`src/rtl/uart_sram_loader.sv`:
```
// uart_sram_loader: receives 8N1 UART bytes, packs them low-byte-first into
// 16-bit words and writes each word to sequential SRAM addresses through a
// four-phase enable/write_done handshake until MAX_WORDS words are stored.
`timescale 1ns/1ps
module uart_sram_loader #(
   parameter int CLK_DIV   = 5208,  // clk cycles per UART bit, >= 4
   parameter int MAX_WORDS = 1024   // words to load, 1..65536
) (
   input  logic        clk,
   input  logic        rst,         // asynchronous, active-low
   input  logic        rxd,
   output logic        enable,
   output logic        writenable,
   output logic [15:0] address,
   output logic [15:0] data_write,
   input  logic        write_done,
   output logic        load_done,
   output logic [16:0] word_count,
   output logic        frame_err,
   output logic        overrun
);

   localparam int              CW        = $clog2(CLK_DIV);
   localparam logic [CW-1:0]   BIT_LAST  = CW'(CLK_DIV - 1);
   localparam logic [CW-1:0]   HALF_LAST = CW'(CLK_DIV / 2 - 1);
   localparam logic [16:0]     LAST_WORD = 17'(MAX_WORDS - 1);

   typedef enum logic [1:0] {R_IDLE, R_START, R_DATA, R_STOP} rx_state_t;
   typedef enum logic [2:0] {P_LO, P_HI, P_REQ, P_REL, P_END} pk_state_t;

   logic            rxd_meta_q, rxd_sync_q, rxd_dly_q;
   rx_state_t       rx_state_q, rx_state_d;
   logic [CW-1:0]   cnt_q, cnt_d;
   logic [2:0]      bit_q, bit_d;
   logic [7:0]      shift_q, shift_d;
   logic            byte_valid, frame_err_set;

   logic [7:0]      hold_q;
   logic            full_q, consume;

   pk_state_t       pk_state_q, pk_state_d;
   logic [7:0]      lo_q, lo_d;
   logic [15:0]     data_q, data_d;
   logic [15:0]     addr_q, addr_d;
   logic [16:0]     count_q, count_d;
   logic            done_q, done_d;
   logic            frame_err_q, overrun_q;

   // Two-flop synchroniser plus one delay stage for start-edge detection.
   // NOTE: sequential state uses non-blocking (<=) so every flop samples pre-edge values.
   always_ff @(posedge clk or negedge rst) begin
      if (!rst) begin
         rxd_meta_q <= 1'b1;
         rxd_sync_q <= 1'b1;
         rxd_dly_q  <= 1'b1;
      end else begin
         rxd_meta_q <= rxd;
         rxd_sync_q <= rxd_meta_q;
         rxd_dly_q  <= rxd_sync_q;
      end
   end

   // Receiver next state: mid-bit sampling driven by a cycle counter.
   // NOTE: every signal gets a default first so no path leaves it unassigned (no latch).
   always_comb begin
      rx_state_d    = rx_state_q;
      cnt_d         = cnt_q + 1'b1;
      bit_d         = bit_q;
      shift_d       = shift_q;
      byte_valid    = 1'b0;
      frame_err_set = 1'b0;
      case (rx_state_q)
         R_IDLE: begin
            cnt_d = '0;
            if (!rxd_sync_q && rxd_dly_q) begin
               rx_state_d = R_START;
               bit_d      = 3'd0;
            end
         end
         R_START: begin
            if (cnt_q == HALF_LAST) begin
               cnt_d      = '0;
               rx_state_d = rxd_sync_q ? R_IDLE : R_DATA;
            end
         end
         R_DATA: begin
            if (cnt_q == BIT_LAST) begin
               cnt_d   = '0;
               shift_d = {rxd_sync_q, shift_q[7:1]};
               if (bit_q == 3'd7) rx_state_d = R_STOP;
               else               bit_d      = bit_q + 3'd1;
            end
         end
         R_STOP: begin
            if (cnt_q == BIT_LAST) begin
               cnt_d      = '0;
               rx_state_d = R_IDLE;
               if (rxd_sync_q) byte_valid    = 1'b1;
               else            frame_err_set = 1'b1;
            end
         end
         default: rx_state_d = R_IDLE;
      endcase
   end

   // Receiver state register.
   always_ff @(posedge clk or negedge rst) begin
      if (!rst) begin
         rx_state_q <= R_IDLE;
         cnt_q      <= '0;
         bit_q      <= '0;
         shift_q    <= '0;
      end else begin
         rx_state_q <= rx_state_d;
         cnt_q      <= cnt_d;
         bit_q      <= bit_d;
         shift_q    <= shift_d;
      end
   end

   // Packer next state: pair bytes, then run one handshake per word.
   always_comb begin
      pk_state_d = pk_state_q;
      lo_d       = lo_q;
      data_d     = data_q;
      addr_d     = addr_q;
      count_d    = count_q;
      done_d     = done_q;
      consume    = 1'b0;
      case (pk_state_q)
         P_LO: begin
            if (full_q) begin
               consume    = 1'b1;
               lo_d       = hold_q;
               pk_state_d = P_HI;
            end
         end
         P_HI: begin
            // Never raise a new request while the controller still reports done.
            if (full_q && !write_done) begin
               consume    = 1'b1;
               data_d     = {hold_q, lo_q};
               pk_state_d = P_REQ;
            end
         end
         P_REQ: begin
            if (write_done) pk_state_d = P_REL;
         end
         P_REL: begin
            if (!write_done) begin
               addr_d  = addr_q + 16'd1;
               count_d = count_q + 17'd1;
               if (count_q == LAST_WORD) begin
                  done_d     = 1'b1;
                  pk_state_d = P_END;
               end else begin
                  pk_state_d = P_LO;
               end
            end
         end
         P_END: consume = full_q;  // drain and discard late bytes
         default: pk_state_d = P_LO;
      endcase
   end

   // Packer, holding register and sticky status flags.
   always_ff @(posedge clk or negedge rst) begin
      if (!rst) begin
         pk_state_q  <= P_LO;
         lo_q        <= '0;
         data_q      <= '0;
         addr_q      <= '0;
         count_q     <= '0;
         done_q      <= 1'b0;
         hold_q      <= '0;
         full_q      <= 1'b0;
         frame_err_q <= 1'b0;
         overrun_q   <= 1'b0;
      end else begin
         pk_state_q <= pk_state_d;
         lo_q       <= lo_d;
         data_q     <= data_d;
         addr_q     <= addr_d;
         count_q    <= count_d;
         done_q     <= done_d;
         // A consume and a new byte in the same cycle leave the register full
         // with the new byte and do not count as an overrun.
         full_q     <= (full_q & ~consume) | byte_valid;
         if (byte_valid) hold_q <= shift_d;
         if (byte_valid && full_q && !consume) overrun_q <= 1'b1;
         if (frame_err_set) frame_err_q <= 1'b1;
      end
   end

   // Request strobes are a pure decode of the registered packer state.
   assign enable     = (pk_state_q == P_REQ);
   assign writenable = (pk_state_q == P_REQ);
   assign address    = addr_q;
   assign data_write = data_q;
   assign load_done  = done_q;
   assign word_count = count_q;
   assign frame_err  = frame_err_q;
   assign overrun    = overrun_q;

endmodule

```
`config.mk`:
```
export PLATFORM = sky130hd
export DESIGN_NAME = uart_sram_loader
export DESIGN_NICKNAME = d
export VERILOG_FILES = /design/src/rtl/uart_sram_loader.sv
export SDC_FILE = /design/constraint.sdc
export NUM_CORES = 1
export LEC_CHECK = 0
export BUFFER_PORTS_ARGS = -buffer_cell sky130_fd_sc_hd__buf_2
export CORE_AREA = 3 3 126 128
export CTS_CLUSTER_DIAMETER = 150
export DETAILED_ROUTE_END_ITERATION = 10
export DIE_AREA = 0 0 129 131
export HOLD_SLACK_MARGIN = 0.02
export PLACE_DENSITY = 0.47
export SLEW_MARGIN = 0
export SYNTH_ARGS = -nofsm -noshare
export SYNTH_HDL_FRONTEND = slang
export SYNTH_SLANG_ARGS = --single-unit
```
`constraint.sdc`:
```
create_clock -name clk -period 3.55 [get_ports clk]
set_input_delay 0.71 -clock clk [delete_from_list [all_inputs] [get_ports clk]]
set_output_delay 0.71 -clock clk [all_outputs]
set_load 0.01 [all_outputs]
```
; ---- Word-level counts from Yosys, hierarchy flattened
; Index checks and enable logic that the tools add are counted.
[op_classes]
eq_ne = 21
addsub = 4
mux = 31
reduce_logical = 18
n_bitwise = 5
[op_table]
columns = op, count
row1 = 13-bit one-hot mux with 3 select lines, 1
row2 = 13-bit 2-to-1 mux, 2
row3 = 3-bit 2-to-1 mux, 8
row4 = 2-bit inequality test (second input constant), 9
row5 = 17-bit by 1-bit adder with 17-bit output (second input constant), 1
row6 = 17-bit by 10-bit equality test with 1-bit output (second input constant), 1
row7 = 16-bit by 1-bit adder with 16-bit output (second input constant), 1
row8 = 8-bit 2-to-1 mux, 2
row9 = 3-bit one-hot mux with 5 select lines, 1
row10 = 13-bit by 1-bit adder with 13-bit output (second input constant), 1
row11 = 13-bit by 12-bit equality test with 1-bit output (second input constant), 1
row12 = 13-bit equality test (second input constant), 1
row13 = 2-bit 2-to-1 mux, 6
row14 = 5-bit AND reduction, 2
row15 = 1-bit 2-to-1 mux, 8
row16 = 2-bit one-hot mux with 4 select lines, 1
row17 = 3-bit by 2-bit equality test with 1-bit output (second input constant), 2
row18 = 3-bit equality test (second input constant), 2
row19 = 3-bit one-hot mux with 2 select lines, 1
row20 = 2-bit AND reduction, 3
row21 = 2-bit equality test (second input constant), 2
row22 = 1-bit logical AND, 4
row23 = 4-bit AND reduction, 1
row24 = 3-bit by 1-bit adder with 3-bit output (second input constant), 1
row25 = other kinds (13), 17
[totals]
out_inout_bits = 54
in_bits = 4
ff_bits = 101
elab_cells = 96

; ---- Longest topological paths before layout
; Gate-level depths: netlist of run 1.
[logic_depth]
ltp_word = 7
ltp_mapped = 7
mapped_depth_nobuf = 6

; ---- Worst setup path before layout of run 1
; No wires, ideal clock.
[synth_path]
path_type = register to register
from = register cnt_q[0]
to = register shift_q[0]
arrival_time_ns = 1.661
setup_slack_ns = 1.764
path_stages_with_launch = 8
synth_period_minus_slack_ns = 1.786
n_path_buf = 2
required_ns = 3.425
cell_sequence = dfrtp_1 -> ha_1 -> and4_1 -> buf_4 -> and3_1 -> buf_4 -> nand2_8 -> mux2_4
[synth_via]
elab_chain_len = 3
[synth_rtl]
columns = element, line_no
row1 = "start, declared", 33  ; logic [CW-1:0] cnt_q, cnt_d;
row2 = "start signal, assigned", 115  ; cnt_q <= cnt_d;
row3 = 13-bit equality test, 87  ; if (cnt_q == BIT_LAST) begin
row4 = 8-bit 2-to-1 mux, 87
row5 = 8-bit 2-to-1 mux, 72  ; case (rx_state_q)
row6 = net shift_d[0], 35  ; logic [7:0] shift_q, shift_d;
row7 = "end signal, assigned", 117  ; shift_q <= shift_d;
row8 = "end, declared", 35
; The timed path passes the listed nets, and every way through them passes these cells.
; A chain may end at the register's enable or synchronous reset.

; ---- Worst setup path after layout of run 1
[layout_path]
from = input write_done
to = register count_q[8] (netlist: word_count[8])
[layout_via]
elab_chain_len = 2
[layout_rtl]
columns = element, line_no
row1 = "start, declared", 16  ; input logic write_done,
row2 = 1-bit inverter (no source line), --
row3 = 2-bit AND reduction (no source line), --
row4 = "end signal, assigned", 184  ; count_q <= count_d;
row5 = "end, declared", 45  ; logic [16:0] count_q, count_d;
; Every way passes these cells.

==> results of run 1 <==
[cell type report]
class	instances	area [um2]	area share, %
inverters	3	11.3	0.217
well taps	188	235	4.54
clock inverters	6	93.8	1.81
repair buffers	58	295	5.70
multi-input cells	244	1790	34.5
clock buffers	10	229	4.42
flip-flops and latches	101	2530	48.9
[through the flow]
step / instance area [um2] / instances / util (%)
after floorplan: 4410 / 361 / -
after global placement: 4860 / 594 / 32.4
after detailed placement: 4860 / 594 / 32.4
after CTS: 5180 / 610 / 34.6
after global routing: 5180 / 610 / 34.6
final: 5180 / 610 / 34.6
[critical path: stages]
cell and delay (ns):
buf_2 0.12, nand4bb_1 0.58, nor3_4 0.51, and3_1 0.23, xor2_1 0.14
[worst paths after layout]
check                                           from                        end  slack [ns]  depth (start not counted)
hold / removal                  rxd_meta_q$_DFF_PN1_       rxd_sync_q$_DFF_PN1_        0.36                          0
max in group asynchronous                        rst     address[8]$_DFFE_PN0P_        2.11                          2
setup / recovery                          write_done  word_count[8]$_DFFE_PN0P_        1.54                          5
min in group asynchronous                        rst      frame_err$_DFFE_PN0P_        0.54                          1
hold reg to reg                 rxd_meta_q$_DFF_PN1_       rxd_sync_q$_DFF_PN1_        0.36                          0
setup reg to reg           pk_state_q[2]$_DFFE_PN0P_  word_count[8]$_DFFE_PN0P_        1.54                          4
[power by group]
group	internal [uW]	switching, uW
clock	626	436
sequential	1180	43.1
combinational	47.8	62.3
total	1860	542
[cells in the final DEF, fill, tap and decap left out, drive strengths merged, types with 10 or more instances in the layout]
cell type,instances
and3,10
buf,58
clkbuf,10
dfrtp,98
mux2,32
nand2,41
nand3,20
nand4,13
nor2,25
xnor2,31
xor2,11
[sequential cells by signal (all words and copies together), names as in the netlist, 3 cells and up, named ones only]
register	flops
address	16
bit_q	3
cnt_q	13
data_write	16
hold_q	8
lo_q	8
pk_state_q	3
shift_q	8
word_count	17
[kinds of logic (layout without fill, tap and decap cells)]
| kind of cell | count (synthesis) | in the layout | synth area share, % |
|---|---|---|---|
| and+or+nand+nor | 143 | 143 | 18.4 |
| DFF | 101 | 101 | 57.4 |
| xor gates and xnor gates | 42 | 42 | 8.34 |
| muxes | 33 | 33 | 9.08 |
| AOI/OAI and AO/OA | 21 | 21 | 3.21 |
| buffers and inverters | 16 | 77 | 2.16 |
| adders and majority gates | 5 | 5 | 1.42 |
[per-layer routing]
layer / vias up / wire length (um) / part of all wire, % / track usage [%]
met5: - / 0 / 0 / 0
met4: 0 / 143 / 1.8 / 4.51
met3: 12 / 363 / 4.4 / 3.29
met2: 43 / 3760 / 46 / 15.4
met1: 1386 / 3900 / 48 / 13.5
li1: 1361 / - / - / -
==> flow_summary.ini, run 1 <==
[cts]
clk_latency_ns = 0.34
cts_setup_buffers = 0
ctsHoldBuffers = 0
cts_root_buf = clkbuf_16
cts_tree = done
clk_pin_slew_worst_paths_ns = 0.07
htreeDepth = 3
cts_made_buffers = 9
cts_resized = 0
cts_max_path_buffers = 2
clock-sinks = 101

[route]
drt_first_pass_iters = 4
ant_nets = 0
drtIter0Drc = 174
wire_per_inst_um = 13.4
drc = 0
drt-vias-per-instance = 4.59
num_vias = 2802
routed_wl_um = 8170

[die]
row_count = 45
die_y_um = 131
fp.coreArea_um2 = 15000
start_util_pct = 29.5
io_pins = 58
dieArea_um2 = 16900
die_w_um = 129

[synth]
synthCells = 361
synth_top_area_share_pct = 55.6
avgSynthCellArea_um2 = 12.2
synth_most_common_cell = dfrtp_1
netlist_top_cells_area = dfrtp_1, xnor2_1, mux2_2, nand2_1, mux2_4
synth_edf_count = 0
synth.top_cells.by_count = dfrtp_1, nand2_1, xnor2_1, nor2_1, mux2_2
async_flop_share_pct = 100
yosysSeqAreaShare_pct = 57.4
synth_ff_type = dfrtp_1
yosys_register_bits = 101
synth_cell_type_count = 47
yosysWarnings = 0
synth_fp_nets = 370
yosys.area.top_type = dfrtp_1
syn-cell-area_um2 = 4410

[timing]
min_period_ns = 2.01
fin_ws_ns = 1.54
hold_violations = 0
slew-limit-headroom_pct = 30.2
rsz0062_at_grt = false
min_period_over_period_pct = 56.6
holdWs_ns = 0.358
worstMarginPinSlew_ns = 1.05
max_clock_freq_mhz = 498
finalSetupViolCount = 0
maxSlewViolCount = 0
finalSetupTns_ns = 0
clock_skew_ns = 0.00606

[grt]
gr-total-overflow = 0
antenna_found_initial = 0
grt_pass1_wl_um = 13800
grt_pass1_vias = 2823
grtUsageTotal_pct = 10.2
grt_max_degree = 82

[critical_path]
worstPathArrival_ns = 2.28
worstSetupPathType = input pin to flop
crit_fanout = 8
start_kind = input pin
crit_path_end_kind = flop
critPathRequiredTime_ns = 3.82

[worst_hold_path]
hold_path_class = flop to flop

[placement]
dp_slack_ns = 1.15
port_buffers = 57
place.gp.congestion = 0.738
dp.final_hpwl_um = 5700

[pwr]
power.density_nw_per_um2 = 463
finalPower_uw = 2400
vdd_drop_max_mv = 0.213
power_leakage_uw = 0.00262

[outcome]
status = finished, final reports clean

[finish]
diodes = 0
fillCellCount = 1516
area_growth_pct = 17.4
drive_gt1_share_pct = 28.0
nNetsFinal = 426

[run]
maxCapViolCount = 0
Note: power is estimated with default switching activity, not from simulation.
==> run 2, diff against run 1 <==
- clock period: 3.55 -> 1.9 ns (I/O delays scaled with it)
==> run 2 against run 1 <==
  * Register-to-register slack lost 1.4 ns
  * Clock skew increased by 0.0019 ns
  * Combinational power up 140%
  * Die area is the same
  * Critical path type is now flop to flop
  * Clock power rose by 75%
  * Count of clock-buffer cells in the layout decreased by 1
==> flow_summary.ini, run 2 (synthesis gave the netlist of run 1 again) <==
[outcome]
status = finished, final reports clean

[timing]
max_clock_freq_mhz = 569
slew-limit-headroom_pct = 63.4
holdWs_ns = 0.0215
min_period_over_period_pct = 92.5
maxSlewViolCount = 0
rsz0062_at_grt = false
clock_skew_ns = 0.00798
finalSetupTns_ns = 0
hold_violations = 0
worstMarginPinSlew_ns = 0.549
min_period_ns = 1.76
finalSetupViolCount = 0

[die]
io_pins = 58
die_w_um = 129
die_y_um = 131
fp.coreArea_um2 = 15000
start_util_pct = 29.5
dieArea_um2 = 16900
row_count = 45

[critical_path]
crit_slowest_cell = dfrtp_1
crit_family = compound AO/OA/AOI/OAI gates
worstPathCellList = ha_1, and4_2, nand3_1, a211o_1, a32o_1
crit_path_end_kind = flop
crit_fanout = 6
worstSetupPathType = flop to flop
r2r_setup_slack_ns = 0.14
start_kind = flop
worstPathArrival_ns = 1.99
worst-path-buf-inv = 0
slowest_delay_ns = 0.38
critPathRequiredTime_ns = 2.13

[finish]
stdcell_area_um2 = 5250
drive_gt1_share_pct = 30.3
area_growth_pct = 19.1
final-seq-area_um2 = 2530
mostFrequentLayoutCells = dfrtp_1, buf_2, nand2_1
fillCellCount = 1514
fin_util_pct = 35.1
nNetsFinal = 437
multi_input_area_um2 = 1790
largest_register_ffs = 17
final_common_cell = dfrtp_1
diodes = 0

[cts]
cts_tree = done
cts_root_buf = clkbuf_16
cts_made_buffers = 9
clk_pin_slew_worst_paths_ns = 0.07
ctsHoldBuffers = 0
cts_max_path_buffers = 2
htreeDepth = 3
clk_latency_ns = 0.35
clock-sinks = 101

[placement]
place_area_um2 = 4950
place.gp.congestion = 0.763
dp.final_hpwl_um = 5810
port_buffers = 57

[pwr]
power_leakage_uw = 0.00266
intPower_uw = 3360
p_switching_uw = 1030
finalPower_uw = 4390
vdd_drop_max_mv = 0.366
seq_power_share_pct = 51.8
combPwrFrac_pct = 6.0
power.density_nw_per_um2 = 835
switching_share_pct = 23.4
p_clk_share_pct = 42.1

[route]
routed_wl_um = 8190
drt_first_pass_iters = 4
wire_per_inst_um = 13.2
drc = 0
ant_nets = 0
drtIter0Drc = 202
num_vias = 2843
drt-vias-per-instance = 4.59

[worst_hold_path]
hold_path_class = input pin to async pin

[grt]
grt_pass1_wl_um = 13900
grtUsageTotal_pct = 10.4
grt_pass1_vias = 2742
grt_max_degree = 51
antenna_found_initial = 0
gr-total-overflow = 0

[run]
maxCapViolCount = 0
==> run 2: area by class of cell <==
class / instances / share of cell area (%)
Clock buffer: 9 / 4.29
Tap cell: 188 / 4.48
Inverter: 3 / 0.214
Multi-Input combinational cell: 244 / 34.0
Timing Repair Buffer: 69 / 7.43
Sequential cell: 101 / 48.2
Clock inverter: 6 / 1.38
==> run 2: repair_timing <==
| action | CTS | global route |
|---|---|---|
| resized for setup | 0 | 2 |
| setup buffers | 0 | 0 |
| setup endpoints to repair | 0 | 4 |
==> run 2: through the flow <==
stage,setup WS (ns),std cells
6_report,0.143,620
5_1_grt,0.0519,620
4_1_cts,0.107,620
3_5_place_dp,0.118,605
3_3_place_gp,0.137,605
2_1_floorplan,0.114,361
==> run 2: path summary, 6_finish.rpt <==
kind | to | depth (start not counted) | startpoint
setup reg to reg | bit_q[0]$_DFFE_PN0P_ | 5 | cnt_q[0]$_DFF_PN0_
hold reg to reg | rxd_sync_q$_DFF_PN1_ | 0 | rxd_meta_q$_DFF_PN1_
setup / recovery | bit_q[0]$_DFFE_PN0P_ | 5 | cnt_q[0]$_DFF_PN0_
hold / removal | cnt_q[2]$_DFF_PN0_ | 1 | rst
min in group clk | rxd_meta_q$_DFF_PN1_ | 1 | rxd
max in group asynchronous | data_write[5]$_DFFE_PN0P_ | 2 | rst
==> run 2: power by group through the flow <==
stage | clock, uW | combinational [uW] | sequential, uW
after floorplan | 0 | 175 | 2300
after global placement | 0 | 268 | 2310
after detailed placement | 0 | 271 | 2320
after CTS | 1930 | 274 | 2270
after global routing | 2030 | 300 | 2290
final | 1850 | 265 | 2270
==> run 2: routing by layer <==
layer / track usage [%] / wire [um] / up-vias / share of wire (%)
met5: 0 / 0 / - / 0
met4: 4.82 / 151 / 0 / 1.8
met3: 2.32 / 274 / 14 / 3.3
met2: 15.6 / 3810 / 37 / 46
met1: 14.3 / 3960 / 1400 / 48
li1: - / - / 1392 / -
